--- src/rtl/pmic_poll_sequencer_if.sv ---
// Transaction bus between the PMIC poll sequencer (master) and the I2C handler (slave).
interface pmic_poll_sequencer_if;
    logic        o_begin;
    logic        o_writeEnable;
    logic [6:0]  o_i2cAddress;
    logic [7:0]  o_regAddress;
    logic [15:0] o_txData;
    logic [1:0]  o_bytesToTx;
    logic [1:0]  o_bytesToRx;
    logic [15:0] i_rxData;
    logic        i_done;

    modport master (
        output o_begin, o_writeEnable, o_i2cAddress, o_regAddress,
               o_txData, o_bytesToTx, o_bytesToRx,
        input  i_rxData, i_done
    );

    modport slave (
        input  o_begin, o_writeEnable, o_i2cAddress, o_regAddress,
               o_txData, o_bytesToTx, o_bytesToRx,
        output i_rxData, i_done
    );
endinterface

--- src/rtl/pmic_poll_sequencer.sv ---
// Brings up a PMIC with two register writes, then polls one 16-bit register periodically,
// retrying timed-out transactions and latching a sticky fault after too many.
module pmic_poll_sequencer #(
    parameter logic [6:0]  I2C_ADDR      = 7'h48,
    parameter logic [7:0]  INIT_REG0     = 8'h01,
    parameter logic [15:0] INIT_DATA0    = 16'h0000,
    parameter logic [7:0]  INIT_REG1     = 8'h02,
    parameter logic [15:0] INIT_DATA1    = 16'h0000,
    parameter logic [7:0]  POLL_REG      = 8'h00,
    parameter logic [23:0] POLL_PERIOD   = 24'd100000,
    parameter logic [23:0] TIMEOUT       = 24'd50000,
    parameter logic [1:0]  MAX_RETRIES   = 2'd3,
    parameter logic [7:0]  STARTUP_DELAY = 8'd64
) (
    input  logic                  i_clk,
    input  logic                  i_rst_n,
    input  logic                  i_enable,
    pmic_poll_sequencer_if.master hif,
    output logic [15:0]           o_value,
    output logic                  o_valid,
    output logic                  o_initDone,
    output logic                  o_fault
);

    typedef enum logic [3:0] {
        WAIT_START, INIT0, INIT0_WAIT, INIT1, INIT1_WAIT,
        POLL_IDLE, POLL_REQ, POLL_WAIT, FAULT
    } state_t;

    typedef struct packed {
        logic        we;
        logic [6:0]  addr;
        logic [7:0]  regA;
        logic [15:0] tx;
        logic [1:0]  ntx;
        logic [1:0]  nrx;
    } desc_t;

    // The i_done cycle counts as the first period cycle, so the next request
    // lands exactly POLL_PERIOD cycles after it.
    localparam logic [23:0] PERIOD_LOAD = (POLL_PERIOD == 24'd0) ? 24'd0 : POLL_PERIOD - 24'd1;

    state_t      state_q;
    desc_t       desc_q;
    logic        begin_q;
    logic        valid_q;
    logic        init_done_q;
    logic        fault_q;
    logic [15:0] value_q;
    logic [7:0]  start_cnt_q;
    logic [23:0] tcnt_q;
    logic [23:0] pcnt_q;
    logic [1:0]  retry_q;

    logic [23:0] tcnt_d;
    logic [23:0] pcnt_d;
    logic        retry_exhausted_d;
    logic        start_done_d;

    always_comb begin
        tcnt_d            = (tcnt_q == '0) ? '0 : tcnt_q - 24'd1;
        pcnt_d            = (pcnt_q == '0) ? '0 : pcnt_q - 24'd1;
        retry_exhausted_d = ({1'b0, retry_q} + 3'd1) >= {1'b0, MAX_RETRIES};
        start_done_d      = ({1'b0, start_cnt_q} + 9'd1) >= {1'b0, STARTUP_DELAY};
    end

    function automatic desc_t desc_for(input state_t s);
        desc_t d;
        d = '0;
        case (s)
            INIT0: begin
                d.we   = 1'b1;
                d.addr = I2C_ADDR;
                d.regA = INIT_REG0;
                d.tx   = {8'h00, INIT_DATA0[7:0]};
                d.ntx  = 2'd1;
            end
            INIT1: begin
                d.we   = 1'b1;
                d.addr = I2C_ADDR;
                d.regA = INIT_REG1;
                d.tx   = INIT_DATA1;
                d.ntx  = 2'd2;
            end
            POLL_REQ: begin
                d.addr = I2C_ADDR;
                d.regA = POLL_REG;
                d.nrx  = 2'd2;
            end
            default: d = '0;
        endcase
        return d;
    endfunction

    function automatic state_t req_of(input state_t s);
        case (s)
            INIT0_WAIT: return INIT0;
            INIT1_WAIT: return INIT1;
            default:    return POLL_REQ;
        endcase
    endfunction

    // Request states are entered with o_begin, descriptor and timeout already
    // registered, so the request cycle itself counts toward the timeout.
    always_ff @(posedge i_clk or negedge i_rst_n) begin
        if (!i_rst_n) begin
            state_q     <= WAIT_START;
            desc_q      <= '0;
            begin_q     <= 1'b0;
            valid_q     <= 1'b0;
            init_done_q <= 1'b0;
            fault_q     <= 1'b0;
            value_q     <= '0;
            start_cnt_q <= '0;
            tcnt_q      <= '0;
            pcnt_q      <= '0;
            retry_q     <= '0;
        end else begin
            begin_q <= 1'b0;
            valid_q <= 1'b0;
            case (state_q)
                WAIT_START: begin
                    if (start_done_d) begin
                        start_cnt_q <= '0;
                        state_q     <= INIT0;
                        begin_q     <= 1'b1;
                        desc_q      <= desc_for(INIT0);
                        tcnt_q      <= TIMEOUT;
                    end else begin
                        start_cnt_q <= start_cnt_q + 8'd1;
                    end
                end
                INIT0: begin
                    state_q <= INIT0_WAIT;
                    tcnt_q  <= tcnt_d;
                end
                INIT1: begin
                    state_q <= INIT1_WAIT;
                    tcnt_q  <= tcnt_d;
                end
                POLL_REQ: begin
                    state_q <= POLL_WAIT;
                    tcnt_q  <= tcnt_d;
                end
                INIT0_WAIT, INIT1_WAIT, POLL_WAIT: begin
                    if (hif.i_done) begin
                        retry_q <= '0;
                        tcnt_q  <= '0;
                        case (state_q)
                            INIT0_WAIT: begin
                                state_q <= INIT1;
                                begin_q <= 1'b1;
                                desc_q  <= desc_for(INIT1);
                                tcnt_q  <= TIMEOUT;
                            end
                            INIT1_WAIT: begin
                                state_q     <= POLL_IDLE;
                                init_done_q <= 1'b1;
                                pcnt_q      <= PERIOD_LOAD;
                            end
                            default: begin
                                state_q <= POLL_IDLE;
                                value_q <= hif.i_rxData;
                                valid_q <= 1'b1;
                                pcnt_q  <= PERIOD_LOAD;
                            end
                        endcase
                    end else if (tcnt_q <= 24'd1) begin
                        if (retry_exhausted_d) begin
                            state_q <= FAULT;
                            fault_q <= 1'b1;
                            tcnt_q  <= '0;
                        end else begin
                            retry_q <= retry_q + 2'd1;
                            state_q <= req_of(state_q);
                            begin_q <= 1'b1;
                            desc_q  <= desc_for(req_of(state_q));
                            tcnt_q  <= TIMEOUT;
                        end
                    end else begin
                        tcnt_q <= tcnt_d;
                    end
                end
                POLL_IDLE: begin
                    if (pcnt_q <= 24'd1 && i_enable) begin
                        pcnt_q  <= '0;
                        state_q <= POLL_REQ;
                        begin_q <= 1'b1;
                        desc_q  <= desc_for(POLL_REQ);
                        tcnt_q  <= TIMEOUT;
                    end else begin
                        pcnt_q <= pcnt_d;
                    end
                end
                FAULT: state_q <= FAULT;
                default: state_q <= WAIT_START;
            endcase
        end
    end

    assign hif.o_begin       = begin_q;
    assign hif.o_writeEnable = desc_q.we;
    assign hif.o_i2cAddress  = desc_q.addr;
    assign hif.o_regAddress  = desc_q.regA;
    assign hif.o_txData      = desc_q.tx;
    assign hif.o_bytesToTx   = desc_q.ntx;
    assign hif.o_bytesToRx   = desc_q.nrx;
    assign o_value           = value_q;
    assign o_valid           = valid_q;
    assign o_initDone        = init_done_q;
    assign o_fault           = fault_q;

endmodule

--- src/flat_wrapper.sv ---
// flat-port wrapper written by rule: the top's interface ports become plain ports
module pmic_poll_sequencer_flat 
#(
    parameter logic [6:0]  I2C_ADDR      = 7'h48,
    parameter logic [7:0]  INIT_REG0     = 8'h01,
    parameter logic [15:0] INIT_DATA0    = 16'h0000,
    parameter logic [7:0]  INIT_REG1     = 8'h02,
    parameter logic [15:0] INIT_DATA1    = 16'h0000,
    parameter logic [7:0]  POLL_REG      = 8'h00,
    parameter logic [23:0] POLL_PERIOD   = 24'd100000,
    parameter logic [23:0] TIMEOUT       = 24'd50000,
    parameter logic [1:0]  MAX_RETRIES   = 2'd3,
    parameter logic [7:0]  STARTUP_DELAY = 8'd64
)
  (i_clk, i_rst_n, i_enable, o_value, o_valid, o_initDone, o_fault, hif_o_begin, hif_o_writeEnable, hif_o_i2cAddress, hif_o_regAddress, hif_o_txData, hif_o_bytesToTx, hif_o_bytesToRx, hif_i_rxData, hif_i_done);
  pmic_poll_sequencer_if hif_i ();
  input  logic i_clk;
  input  logic i_rst_n;
  input  logic i_enable;
  output logic [15:0] o_value;
  output logic o_valid;
  output logic o_initDone;
  output logic o_fault;
  output wire logic [$bits(hif_i.o_begin)-1:0] hif_o_begin;
  output wire logic [$bits(hif_i.o_writeEnable)-1:0] hif_o_writeEnable;
  output wire logic [$bits(hif_i.o_i2cAddress)-1:0] hif_o_i2cAddress;
  output wire logic [$bits(hif_i.o_regAddress)-1:0] hif_o_regAddress;
  output wire logic [$bits(hif_i.o_txData)-1:0] hif_o_txData;
  output wire logic [$bits(hif_i.o_bytesToTx)-1:0] hif_o_bytesToTx;
  output wire logic [$bits(hif_i.o_bytesToRx)-1:0] hif_o_bytesToRx;
  input wire logic [$bits(hif_i.i_rxData)-1:0] hif_i_rxData;
  input wire logic [$bits(hif_i.i_done)-1:0] hif_i_done;
  assign hif_o_begin = hif_i.o_begin;
  assign hif_o_writeEnable = hif_i.o_writeEnable;
  assign hif_o_i2cAddress = hif_i.o_i2cAddress;
  assign hif_o_regAddress = hif_i.o_regAddress;
  assign hif_o_txData = hif_i.o_txData;
  assign hif_o_bytesToTx = hif_i.o_bytesToTx;
  assign hif_o_bytesToRx = hif_i.o_bytesToRx;
  assign hif_i.i_rxData = hif_i_rxData;
  assign hif_i.i_done = hif_i_done;
  pmic_poll_sequencer #(.I2C_ADDR(I2C_ADDR), .INIT_REG0(INIT_REG0), .INIT_DATA0(INIT_DATA0), .INIT_REG1(INIT_REG1), .INIT_DATA1(INIT_DATA1), .POLL_REG(POLL_REG), .POLL_PERIOD(POLL_PERIOD), .TIMEOUT(TIMEOUT), .MAX_RETRIES(MAX_RETRIES), .STARTUP_DELAY(STARTUP_DELAY)) u_core (.i_clk(i_clk), .i_rst_n(i_rst_n), .i_enable(i_enable), .hif(hif_i), .o_value(o_value), .o_valid(o_valid), .o_initDone(o_initDone), .o_fault(o_fault));
endmodule
--- config.mk ---
export PLATFORM = sky130hd
export DESIGN_NAME = pmic_poll_sequencer_flat
export DESIGN_NICKNAME = d
export VERILOG_FILES = /design/src/rtl/pmic_poll_sequencer_if.sv /design/src/rtl/pmic_poll_sequencer.sv /design/src/flat_wrapper.sv
export SDC_FILE = /design/constraint.sdc
export NUM_CORES = 1
export LEC_CHECK = 0
export CAP_MARGIN = 20
export CORE_ASPECT_RATIO = 1.75
export CORE_MARGIN = 2
export CORE_UTILIZATION = 58
export CTS_CLUSTER_DIAMETER = 150
export DETAILED_ROUTE_END_ITERATION = 8
export PLACE_DENSITY_LB_ADDON = 0.1
export SYNTH_ARGS = -nofsm -noshare
export SYNTH_HDL_FRONTEND = slang
export SYNTH_SLANG_ARGS = --single-unit
--- constraint.sdc ---
create_clock -name i_clk -period 6.94 [get_ports i_clk]
set_input_delay 1.388 -clock i_clk [delete_from_list [all_inputs] [get_ports i_clk]]
set_output_delay 1.388 -clock i_clk [all_outputs]
set_load 0.1 [all_outputs]
==> Word-level counts from Yosys, hierarchy flattened <==
Cells that the tools add are included.
Widths: inputs -> output; s select.
{ "word_totals": {"regBits": 118, "in_bits": 20, "out_inout_bits": 56, "word_cells": 117} }
{ "classes": {"add_sub_neg": 6, "magnitude_cmp": 4, "eq_ne": 19, "n_mux": 50, "n_bitwise": 2, "n_reduce_logical": 20} }
{ "ops": {"columns": ["operator", "count"], "rows": [
  ["$mux 24", 9],
  ["$mux 36", 6],
  ["$pmux 36 s3", 1],
  ["$pmux 24 s4", 1],
  ["$le 24x1->1 const B", 2],
  ["$logic_not 24->1", 2],
  ["$pmux 24 s2", 1],
  ["$sub 24x1->24 const B", 2],
  ["$pmux 15 s3", 1],
  ["$mux 4", 9],
  ["$mux 16", 2],
  ["$pmux 4 s7", 1],
  ["$eq 4x3->1 const B", 5],
  ["$reduce_and 3->1", 6],
  ["$eq 4x2->1 const B", 3],
  ["$mux 1", 10],
  ["$add 8x1->9 const B", 1],
  ["$ge 9x7->1 const B", 1],
  ["$add 8x1->8 const B", 1],
  ["$eq 4x1->1 const B", 2],
  ["$mux 2", 4],
  ["$mux 8", 1],
  ["$ne 2x2->1 const B", 3],
  ["$ne 3x2->1 const B", 2],
  ["other kinds (20)", 25]
]} }

==> Longest topological paths before layout <==
Gate-level depths: netlist of the first run.
{ "depth": {"ltp_word": 13, "mapped_depth": 9, "ltp_nobuf": 8} }

==> Worst setup path after synthesis of the first run <==
Ideal clock, no wire load.
{ "synth_timing": {"path_kind": "input to register", "from": "input port i_enable", "to": "register u_core.tcnt_q[13]", "setup_ps": 119, "t_arrival_ps": 2860, "t_required_ps": 6821, "path_slack_ps": 3961, "path_stages": 7, "cell_sequence": "o21ai_0 > nor4_1 > nand4_1 > a211oi_1 > clkbuf_1 > o211a_1 > nor2_1"} }
{ "synth_via": {"elab_chain_len": 3} }
{ "synth_lines": {"columns": ["item", "line_no", "source"], "rows": [
  ["from (decl)", "flat_wrapper.sv:19", "input logic i_enable;"],
  ["$logic_and 1x1->1", "pmic_poll_sequencer.sv:185", "if (pcnt_q <= 24'd1 && i_enable) begin"],
  ["$ne 2x1->1 (no source line)", null, null],
  ["$reduce_and 3->1 (no source line)", null, null],
  ["to (signal assigned)", "pmic_poll_sequencer.sv:139", "tcnt_q <= tcnt_d;"],
  ["to (signal assigned)", "pmic_poll_sequencer.sv:143", "tcnt_q <= tcnt_d;"],
  ["to (signal assigned)", "pmic_poll_sequencer.sv:181", "tcnt_q <= tcnt_d;"],
  ["to (decl)", "pmic_poll_sequencer.sv:51", "logic [23:0] tcnt_q;"]
]} }
No other way between the ends.
A chain may end at the register's enable or synchronous reset.

==> Worst setup path after layout of the first run <==
{ "layout_timing": {"from": "input port hif_i_done", "to": "register u_core.tcnt_q[7]"} }
{ "layout_via": {"elab_chain_len": 2} }
{ "layout_lines": {"columns": ["item", "line_no", "source"], "rows": [
  ["from (decl)", "flat_wrapper.sv:32", "input wire logic [$bits(hif_i.i_done)-1:0] hif_i_done;"],
  ["$mux 24", "pmic_poll_sequencer.sv:146", "if (hif.i_done) begin"],
  ["$pmux 24 s4", "pmic_poll_sequencer.sv:121", "case (state_q)"],
  ["to (signal assigned)", "pmic_poll_sequencer.sv:135", "tcnt_q <= tcnt_d;"],
  ["to (signal assigned)", "pmic_poll_sequencer.sv:139", null],
  ["to (signal assigned)", "pmic_poll_sequencer.sv:143", null]
]} }
No other way between the ends.

==> results of run 1 <==
kinds of logic after synthesis:
logic type      Yosys count
simple gates            189
compound gates          118
flops                    87
buf+inv                  68
xor+xnor                 23
mux                      22
fa+ha+maj                10
other cells               1
state kept, by name, indices dropped and copies added, names as in the netlist:
signal,cells
u_core.tcnt_q,24
u_core.hif.o_writeEnable,1
u_core.hif.o_i2cAddress,1
u_core.pcnt_q,24
u_core.hif.o_bytesToRx,1
u_core.o_initDone,1
u_core.o_fault,1
u_core.o_value,16
u_core.retry_q,2
u_core.state_q,4
u_core.hif.o_begin,1
u_core.o_valid,1
u_core.hif.o_bytesToTx,2
u_core.start_cnt_q,8
path summary, 6_finish.rpt:
path	end	slack, ns	cells after the start
setup reg to reg	u_core.pcnt_q[13]$_DFFE_PN0P_	3.77	7
max in group asynchronous	u_core.o_valid$_DFF_PN0_	4.90	2
setup / recovery	u_core.tcnt_q[7]$_DFFE_PN0P_	3.14	6
min in group asynchronous	u_core.o_initDone$_DFFE_PN0P_	0.92	1
hold reg to reg	u_core.o_initDone$_DFFE_PN0P_	0.47	1
hold / removal	u_core.o_initDone$_DFFE_PN0P_	0.47	1
worst max-delay path, cell delays in order:
cell and delay [ns]:
clkdlybuf4s50_1 0.68, a211oi_1 0.66, a2bb2oi_1 0.68, buf_4 0.33, a41oi_1 0.13, a31oi_1 0.18
power breakdown:
part	switching [mW]	internal [mW]
Sequential	0.00165	0.509
Combinational	0.103	0.0192
Clock	0.194	0.351
per-layer routing:
layer | routed length, µm | global-route usage (%) | vias to the layer above
li1 | - | - | 1875
met2 | 5980 | 43.5 | 73
met1 | 4020 | 28.3 | 1873
met4 | 391 | 10.9 | 0
met5 | 0 | 0 | -
met3 | 280 | 4.59 | 30
synth_stat cells, drive strengths merged (4+ instances only):
cell type / n
a211oi: 4
a21oi: 48
a31oi: 15
and2: 4
buf: 33
clkbuf: 17
dfrtp: 87
ha: 10
inv: 18
mux2: 19
nand2: 34
nand2b: 10
nand3: 8
nand4: 5
nor2: 50
nor2b: 6
nor3: 24
nor4: 15
o211a: 6
o21ai: 20
or3: 11
or4: 9
xnor2: 15
xor2: 8
stage by stage:
| stage | total power [mW] | cells |
|---|---|---|
| 2_1_floorplan | 0.627 | 545 |
| 6_report | 1.18 | 655 |
| 3_3_place_gp | 0.641 | 638 |
| 5_1_grt | 1.21 | 655 |
| 4_1_cts | 1.19 | 654 |
| 3_5_place_dp | 0.642 | 638 |
cell type report:
| type | instances | area (µm²) | share of cell area (%) |
|---|---|---|---|
| Multi-Input combinational cell | 390 | 2410 | 42.9 |
| Sequential cell | 87 | 2180 | 38.8 |
| Timing Repair Buffer | 52 | 505 | 9.01 |
| Clock buffer | 10 | 229 | 4.08 |
| Tap cell | 92 | 115 | 2.05 |
| Clock inverter | 6 | 109 | 1.94 |
| Inverter | 18 | 67.6 | 1.20 |
==> flow_summary.json, run 1 <==
{
  "synth_fa_ha_area_share_pct": 2.58,
  "synth_mux_area_share_pct": 5.02,
  "area_growth_pct": 15.5,
  "num_rows": 44,
  "p_leak_nw": 2.63,
  "drt_pre_antenna_iters": 4,
  "min_path_type": "flip-flop to flip-flop",
  "die_y_um": 125,
  "required_ns": 7.19,
  "synth_simple_gate_area_share_pct": 20.1,
  "io_pins": 76,
  "cts_tree": "done",
  "skew_ns": 0.00738,
  "timing.final.crit_share_pct": 54.8,
  "cts_htree_levels": 3,
  "drive_above_1_share_pct": 8.70,
  "wl_per_cell_um": 16.3,
  "synth-xor-area-share_pct": 4.15,
  "timing.final.ws_setup_ns": 3.14,
  "avgSynthCellArea_um2": 9.38,
  "critPathCaptureType": "flip-flop",
  "final_common_cell": "dfrtp_1",
  "yosysTopAreaCellShare_pct": 44.8,
  "synth_edf_count": 0,
  "syn-cell-area_um2": 4860,
  "hpwl_mm": 7.60,
  "postLayoutCellArea_um2": 5610,
  "timing.fmax_mhz": 263,
  "clk_latency_ns": 0.34,
  "slew_headroom_pct": 32.5,
  "vias": 3851,
  "initial_core_util_pct": 59.2,
  "critical_path_peak_fanout": 17,
  "cts_hold_buffers": 0,
  "critPathLaunch": "hif_i_done",
  "num-nets-final": 588,
  "ys_ff_latch": 87,
  "finalSetupViolCount": 0,
  "clock_sinks": 87,
  "rsz0062_at_grt": "no",
  "antenna_found_initial": 0,
  "p_per_area_nw_per_um2": 210,
  "grt_usage_pct": 24.8,
  "ys_seq_area_share_pct": 44.8,
  "first_global_vias": 3861,
  "grt_overflow": 0,
  "die_w_um": 73.2,
  "synth_top_family_by_area": "simple AND/OR/NAND/NOR gates",
  "reg2reg_from": "u_core.pcnt_q[4]$_DFFE_PN0P_",
  "post-place-ws_ns": 2.86,
  "cap_violations": 0,
  "cts.path.max_buffers": 2,
  "gp_congestion": 0.871,
  "numCtsBuffers": 9,
  "drt-initial-drc-count": 208,
  "async_flop_share_pct": 100,
  "fin_tns_setup_ns": 0,
  "worst_pin_slew_ns": 1.01,
  "critPathKind": "input pin to flip-flop",
  "hold_violations": 0,
  "wirelength_mm": 10.7,
  "holdCritStartpoint": "u_core.o_initDone$_DFFE_PN0P_",
  "grt_max_degree": 69,
  "grt_pass1_wl_mm": 18.2,
  "final_util_pct": 68.4,
  "fillers": 667,
  "slew_viol_final": 0,
  "synth_top_cell_by_area": "dfrtp_1",
  "ir_worst_vdd_mv": 0.154,
  "start_kind": "input pin",
  "cts_setup_buffers": 0,
  "drtAntennaViolNets": 0,
  "cts.clk_slew.worst_paths_ns": 0.06,
  "synth_compound_area_share_pct": 15.4,
  "yosysUniqueCellTypes": 56,
  "coreArea_um2": 8200,
  "post_dp_cell_area_um2": 5270,
  "synthCells": 518,
  "port-buffer-count": 47,
  "vias_per_cell": 5.88,
  "ctsResizeCount": 0,
  "synth.area.top_cells": "dfrtp_1 (45%), a21oi_1 (4.8%), buf_4 (4.8%)",
  "arrival_ns": 4.06,
  "synthFlopType": "dfrtp_1",
  "status": "complete, no violations",
  "drc": 0,
  "dieArea_um2": 9150,
  "yosysWarnings": 0,
  "final_cell_mix": "dfrtp_1 (87), nor2_1 (50), a21oi_1 (47)",
  "whs_ns": 0.472,
  "clock-root-buffer": "clkbuf_16",
  "fin_crit_ns": 3.80,
  "antenna_cells": 0
}
No activity file was read; power rests on OpenSTA's default activity.
==> run 2: changes to the inputs <==
--- a/config.mk
+++ b/config.mk
@@ -8,7 +8,7 @@
 export CAP_MARGIN = 20
 export CORE_ASPECT_RATIO = 1.75
 export CORE_MARGIN = 2
-export CORE_UTILIZATION = 58
+export CORE_UTILIZATION = 49
 export CTS_CLUSTER_DIAMETER = 150
 export DETAILED_ROUTE_END_ITERATION = 8
 export PLACE_DENSITY_LB_ADDON = 0.1
==> constraint.sdc (replaced) <==
create_clock -name i_clk -period 3.5 [get_ports i_clk]
set_input_delay 0.7 -clock i_clk [delete_from_list [all_inputs] [get_ports i_clk]]
set_output_delay 0.7 -clock i_clk [all_outputs]
set_load 0.1 [all_outputs]
==> run 2 against run 1 <==
Compared with the run above: worst hold slack worse by 0.035 ns; clock power grew 83%; cell count increased by 6.0%; wire length is 0.74% lower; critical path type is now flip-flop to flip-flop; critical endpoint is now u_core.hif.o_bytesToTx[1]$_DFFE_PN0P_.
==> flow_summary.json, run 2 (synthesis results as in run 1) <==
{
  "vias_per_cell": 5.60,
  "grt_usage_pct": 21.0,
  "clock_sinks": 87,
  "timing.final.crit_share_pct": 83.9,
  "start_kind": "flip-flop",
  "first_global_vias": 3803,
  "critical_path_peak_fanout": 6,
  "vias": 3884,
  "fin_crit_ns": 2.94,
  "drc": 0,
  "arrival_ns": 3.15,
  "wirelength_mm": 10.6,
  "worst_pin_slew_ns": 1.00,
  "cts.path.max_buffers": 2,
  "port-buffer-count": 47,
  "die_w_um": 79.3,
  "p_per_area_nw_per_um2": 398,
  "grt_pass1_wl_mm": 17.9,
  "rr_worst_depth": 6,
  "rrSetupSlack_ns": 0.56,
  "hpwl_mm": 7.56,
  "fin_tns_setup_ns": 0,
  "io_pins": 76,
  "cts_htree_levels": 3,
  "whs_ns": 0.436,
  "cts.clk_slew.worst_paths_ns": 0.06,
  "numCtsBuffers": 9,
  "die_y_um": 136,
  "drive_above_1_share_pct": 9.84,
  "antenna_found_initial": 0,
  "cts_hold_buffers": 0,
  "num-nets-final": 595,
  "critical_path_buf_inv_count": 0,
  "crit_path_cell_trace": "or4_1, or4b_1, or4_4, o32ai_4, nor3_2, mux2_1",
  "slew_viol_final": 0,
  "drtAntennaViolNets": 0,
  "ctsResizeCount": 0,
  "cap_violations": 0,
  "final_util_pct": 58.4,
  "cp_slowest_stage_delay_ns": 0.57,
  "total_power_mw": 2.26,
  "wl_per_cell_um": 15.3,
  "clk_latency_ns": 0.33,
  "initial_core_util_pct": 49.9,
  "coreArea_um2": 9730,
  "final_cell_mix": "dfrtp_1 (87), nor2_1 (50), a21oi_1 (47)",
  "required_ns": 3.71,
  "slew_headroom_pct": 32.9,
  "grt_overflow": 0,
  "finalSetupViolCount": 0,
  "num_rows": 48,
  "critical_path.top_delay_family": "simple AND/OR/NAND/NOR gates",
  "rsz0062_at_grt": "no",
  "ir_worst_vdd_mv": 0.313,
  "drt-initial-drc-count": 178,
  "reg2reg_from": "u_core.tcnt_q[16]$_DFFE_PN0P_",
  "status": "complete, no violations",
  "cts_tree": "done",
  "critPathKind": "flip-flop to flip-flop",
  "r2r_end": "u_core.hif.o_bytesToTx[1]$_DFFE_PN0P_",
  "area_growth_pct": 16.9,
  "hold_violations": 0,
  "clock-root-buffer": "clkbuf_16",
  "p_leak_nw": 2.65,
  "drt_pre_antenna_iters": 4,
  "dieArea_um2": 10800,
  "skew_ns": 0.00541,
  "critPathCaptureType": "flip-flop",
  "timing.fmax_mhz": 341,
  "crit_slowest_cell": "or4_1",
  "antenna_cells": 0,
  "gp_congestion": 0.791,
  "min_path_type": "input pin to asynchronous set/reset pin",
  "grt_max_degree": 63,
  "final_common_cell": "dfrtp_1",
  "cts_setup_buffers": 0
}
-- run 2: changes by cell type in the layout (fill, tap and decap cells not counted) --
| cell | previous run | this run |
|---|---|---|
| buf_4 | 6 | 13 |
| clkinvlp_4 | 0 | 1 |
| clkbuf_1 | 1 | 0 |
| bufinv_16 | 3 | 2 |
-- run 2: worst max path at each step --
stage	startpoint	endpoint	slack [ns]	depth (start not counted)
floorplan	u_core.tcnt_q[9]$_DFFE_PN0P_	u_core.hif.o_bytesToTx[1]$_DFFE_PN0P_	0.71	8
global placement	u_core.tcnt_q[17]$_DFFE_PN0P_	u_core.hif.o_bytesToTx[1]$_DFFE_PN0P_	0.59	6
detailed placement	u_core.tcnt_q[16]$_DFFE_PN0P_	u_core.hif.o_bytesToRx[1]$_DFFE_PN0P_	0.56	6
CTS	u_core.tcnt_q[16]$_DFFE_PN0P_	u_core.hif.o_bytesToRx[1]$_DFFE_PN0P_	0.54	6
global route	u_core.tcnt_q[16]$_DFFE_PN0P_	u_core.hif.o_bytesToTx[1]$_DFFE_PN0P_	0.43	6
finish	u_core.tcnt_q[16]$_DFFE_PN0P_	u_core.hif.o_bytesToTx[1]$_DFFE_PN0P_	0.56	6
-- run 2: cell type report --
type,instances,area [µm²]
fill,888,4050
multi-input combinational,390,2410
sequential,87,2180
timing repair buffer,59,558
clock buffer,9,225
tap,125,156
clock inverter,6,86.3
inverter,18,67.6
-- run 2: per-layer routing --
metal	track usage, %	part of all wire (%)	vias up
met5	0	0	-
met4	9.00	2.0	0
met3	3.33	2.8	16
met2	36.4	54	81
li1	-	-	1877
met1	25.6	41	1910
-- run 2: power breakdown --
group          leakage (nW)  switching (mW)  internal, mW
logic                  1.33           0.204        0.0395
registers              1.17         0.00338          1.01
clock network         0.151           0.385         0.620
-- run 2: per-stage QoR --
stage	std cells	area [µm²]	worst slack (ns)
global route	694	5680	0.427
finish	694	5680	0.564
detailed placement	678	5360	0.558
CTS	693	5670	0.544
global placement	678	5360	0.594
floorplan	545	4960	0.713
-- run 2: worst register-to-register path, cell delays in order (launching register included) --
cell,delay (ns)
dfrtp_1,0.43
or4_1,0.57
or4b_1,0.53
or4_4,0.57
o32ai_4,0.27
nor3_2,0.12
mux2_1,0.33
==> run 3: changes to the inputs <==
--- a/config.mk
+++ b/config.mk
@@ -8,7 +8,7 @@
 export CAP_MARGIN = 20
 export CORE_ASPECT_RATIO = 1.75
 export CORE_MARGIN = 2
-export CORE_UTILIZATION = 49
+export CORE_UTILIZATION = 54
 export CTS_CLUSTER_DIAMETER = 150
 export DETAILED_ROUTE_END_ITERATION = 8
 export PLACE_DENSITY_LB_ADDON = 0.1
==> constraint.sdc (replaced) <==
create_clock -name i_clk -period 2.95 [get_ports i_clk]
set_input_delay 0.59 -clock i_clk [delete_from_list [all_inputs] [get_ports i_clk]]
set_output_delay 0.59 -clock i_clk [all_outputs]
set_load 0.1 [all_outputs]
==> run 3 against run 2 <==
Compared with the run above: worst setup slack worse by 0.50 ns; sequential power is 19% higher; register-to-register slack worse by 0.50 ns; clock skew is 0.0013 ns higher; via count is 0.54% higher; critical path type unchanged; largest power group is now clock.
==> flow_summary.json, run 3 (synthesis results as in run 1) <==
{
  "top_layer": "met4",
  "cts_tree": "done",
  "drt-met1-wl_mm": 4.16,
  "multiInputGateArea_um2": 2420,
  "antenna_found_initial": 0,
  "clock_sinks": 87,
  "wl_per_cell_um": 14.9,
  "start_kind": "flip-flop",
  "drt_pre_antenna_iters": 4,
  "ir_worst_vdd_mv": 0.401,
  "critical_path.top_delay_family": "simple AND/OR/NAND/NOR gates",
  "final_cells": 700,
  "slew_viol_final": 0,
  "clk_latency_ns": 0.34,
  "wl_met3_um": 312,
  "crit_top_cell": "or4_4",
  "fin_tns_setup_ns": 0,
  "post-place-cells": 683,
  "gp_congestion": 0.837,
  "clock-root-buffer": "clkbuf_16",
  "final_cell_mix": "dfrtp_1 (87), buf_4 (53), nor2_1 (50)",
  "finalSetupViolCount": 0,
  "grt_usage_pct": 23.2,
  "critPathCaptureType": "flip-flop",
  "antenna_cells": 0,
  "p_sw_share_pct": 27.1,
  "wl_met2_mm": 5.77,
  "p_sw_uw": 742,
  "critPathKind": "flip-flop to flip-flop",
  "drive_above_1_share_pct": 17.2,
  "final_common_cell": "dfrtp_1",
  "timing.fmax_mhz": 347,
  "rsz0062_at_grt": "yes",
  "vias": 3905,
  "hold_violations": 0,
  "drt-initial-drc-count": 224,
  "cap_violations": 0,
  "die_w_um": 75.7,
  "combinationalPowerShare_pct": 10.7,
  "crit_slowest_cell": "or4_4",
  "required_ns": 3.17,
  "coreArea_um2": 8730,
  "crit_path_cell_trace": "or4_4, or4b_4, or4_4, o32ai_4, nor3_4, mux2_1",
  "io_pins": 76,
  "cts.path.max_buffers": 2,
  "cp_slowest_stage_delay_ns": 0.57,
  "p_int_mw": 2.00,
  "drtAntennaViolNets": 0,
  "port-buffer-count": 47,
  "hpwl_mm": 7.59,
  "critical_path_buf_inv_count": 0,
  "slew_headroom_pct": 57.5,
  "seqCellArea_um2": 2180,
  "drc": 0,
  "p_leak_nw": 2.77,
  "arrival_ns": 3.10,
  "timing.final.crit_share_pct": 97.7,
  "fillers": 727,
  "initial_core_util_pct": 55.7,
  "num-nets-final": 608,
  "area_growth_pct": 18.1,
  "grt_overflow": 0,
  "fin_crit_ns": 2.88,
  "vias_per_cell": 5.58,
  "wirelength_mm": 10.5,
  "cts_htree_levels": 3,
  "seqPwrFrac_pct": 43.8,
  "skew_ns": 0.00668,
  "critical_path_peak_fanout": 5,
  "numCtsBuffers": 9,
  "cts.clk_slew.worst_paths_ns": 0.07,
  "worst_pin_slew_ns": 0.632,
  "die_y_um": 129,
  "dieArea_um2": 9800,
  "grt_pass1_wl_mm": 17.7,
  "status": "complete, no violations",
  "min_path_type": "input pin to asynchronous set/reset pin",
  "first_global_vias": 3929,
  "p_per_area_nw_per_um2": 477,
  "num_rows": 45,
  "grt_max_degree": 49,
  "p_clk_share_pct": 45.5
}
-- run 3: cell types whose count changed in the layout (fill, tap and decap cells not counted), sizes merged --
cell | previous run | this run
buf | 13 | 54
clkdlybuf4s50 | 46 | 18
clkinv | 3 | 1
inv | 18 | 21
-- run 3: area by class of cell --
| class | count | area share [%] |
|---|---|---|
| clock inverter | 7 | 1.79 |
| multi-input combinational | 390 | 42.2 |
| clock buffer | 9 | 3.92 |
| sequential | 87 | 37.9 |
| inverter | 18 | 1.18 |
| tap | 117 | 2.55 |
| timing repair buffer | 72 | 10.4 |
-- run 3: metal layers --
metal | global-route usage [%] | up-vias
li1 | - | 1907
met1 | 27.3 | 1906
met2 | 40.8 | 71
met3 | 4.12 | 21
met4 | 8.98 | 0
met5 | 0 | -
-- run 3: stage by stage --
stage / total power [mW] / instance area [µm²] / hold WS [ns] / utilization, % / setup WS, ns
after global placement: 1.51 / 5390 / 0.454 / 61.7 / 0.0461
after floorplan: 1.48 / 4960 / 0.294 / - / 0.163
after detailed placement: 1.52 / 5390 / 0.461 / 61.7 / 0.0163
after CTS: 2.76 / 5730 / 0.281 / 65.7 / 0.00984
final: 2.74 / 5740 / 0.240 / 65.7 / 0.0692
after global routing: 2.83 / 5740 / 0.298 / 65.7 / -0.0198
-- run 3: power by group through the flow --
stage,sequential [mW],clock [mW],combinational [mW]
after floorplan,1.24,0,0.237
after global placement,1.22,0,0.291
after detailed placement,1.22,0,0.293
after CTS,1.20,1.27,0.294
after global routing,1.20,1.32,0.310
final,1.20,1.25,0.293
-- run 3: what timing repair did --
action                     in CTS  in global routing
setup endpoints to repair       1                  3
gates resized for setup         2                  1
buffers inserted                1                  0
hold buffers                    0                  0
pin swaps                       1                  1
-- run 3: final timing paths --
path / start / to / slack (ns) / depth (start not counted)
hold / removal: i_rst_n / u_core.start_cnt_q[5]$_DFFE_PN0P_ / 0.24 / 1
max in group asynchronous: i_rst_n / u_core.tcnt_q[23]$_DFFE_PN0P_ / 2.03 / 2
hold reg to reg: u_core.o_initDone$_DFFE_PN0P_ / u_core.o_initDone$_DFFE_PN0P_ / 0.48 / 1
setup / recovery: u_core.tcnt_q[17]$_DFFE_PN0P_ / u_core.hif.o_bytesToTx[1]$_DFFE_PN0P_ / 0.07 / 6
min in group i_clk: u_core.o_initDone$_DFFE_PN0P_ / u_core.o_initDone$_DFFE_PN0P_ / 0.48 / 1
setup reg to reg: u_core.tcnt_q[17]$_DFFE_PN0P_ / u_core.hif.o_bytesToTx[1]$_DFFE_PN0P_ / 0.07 / 6
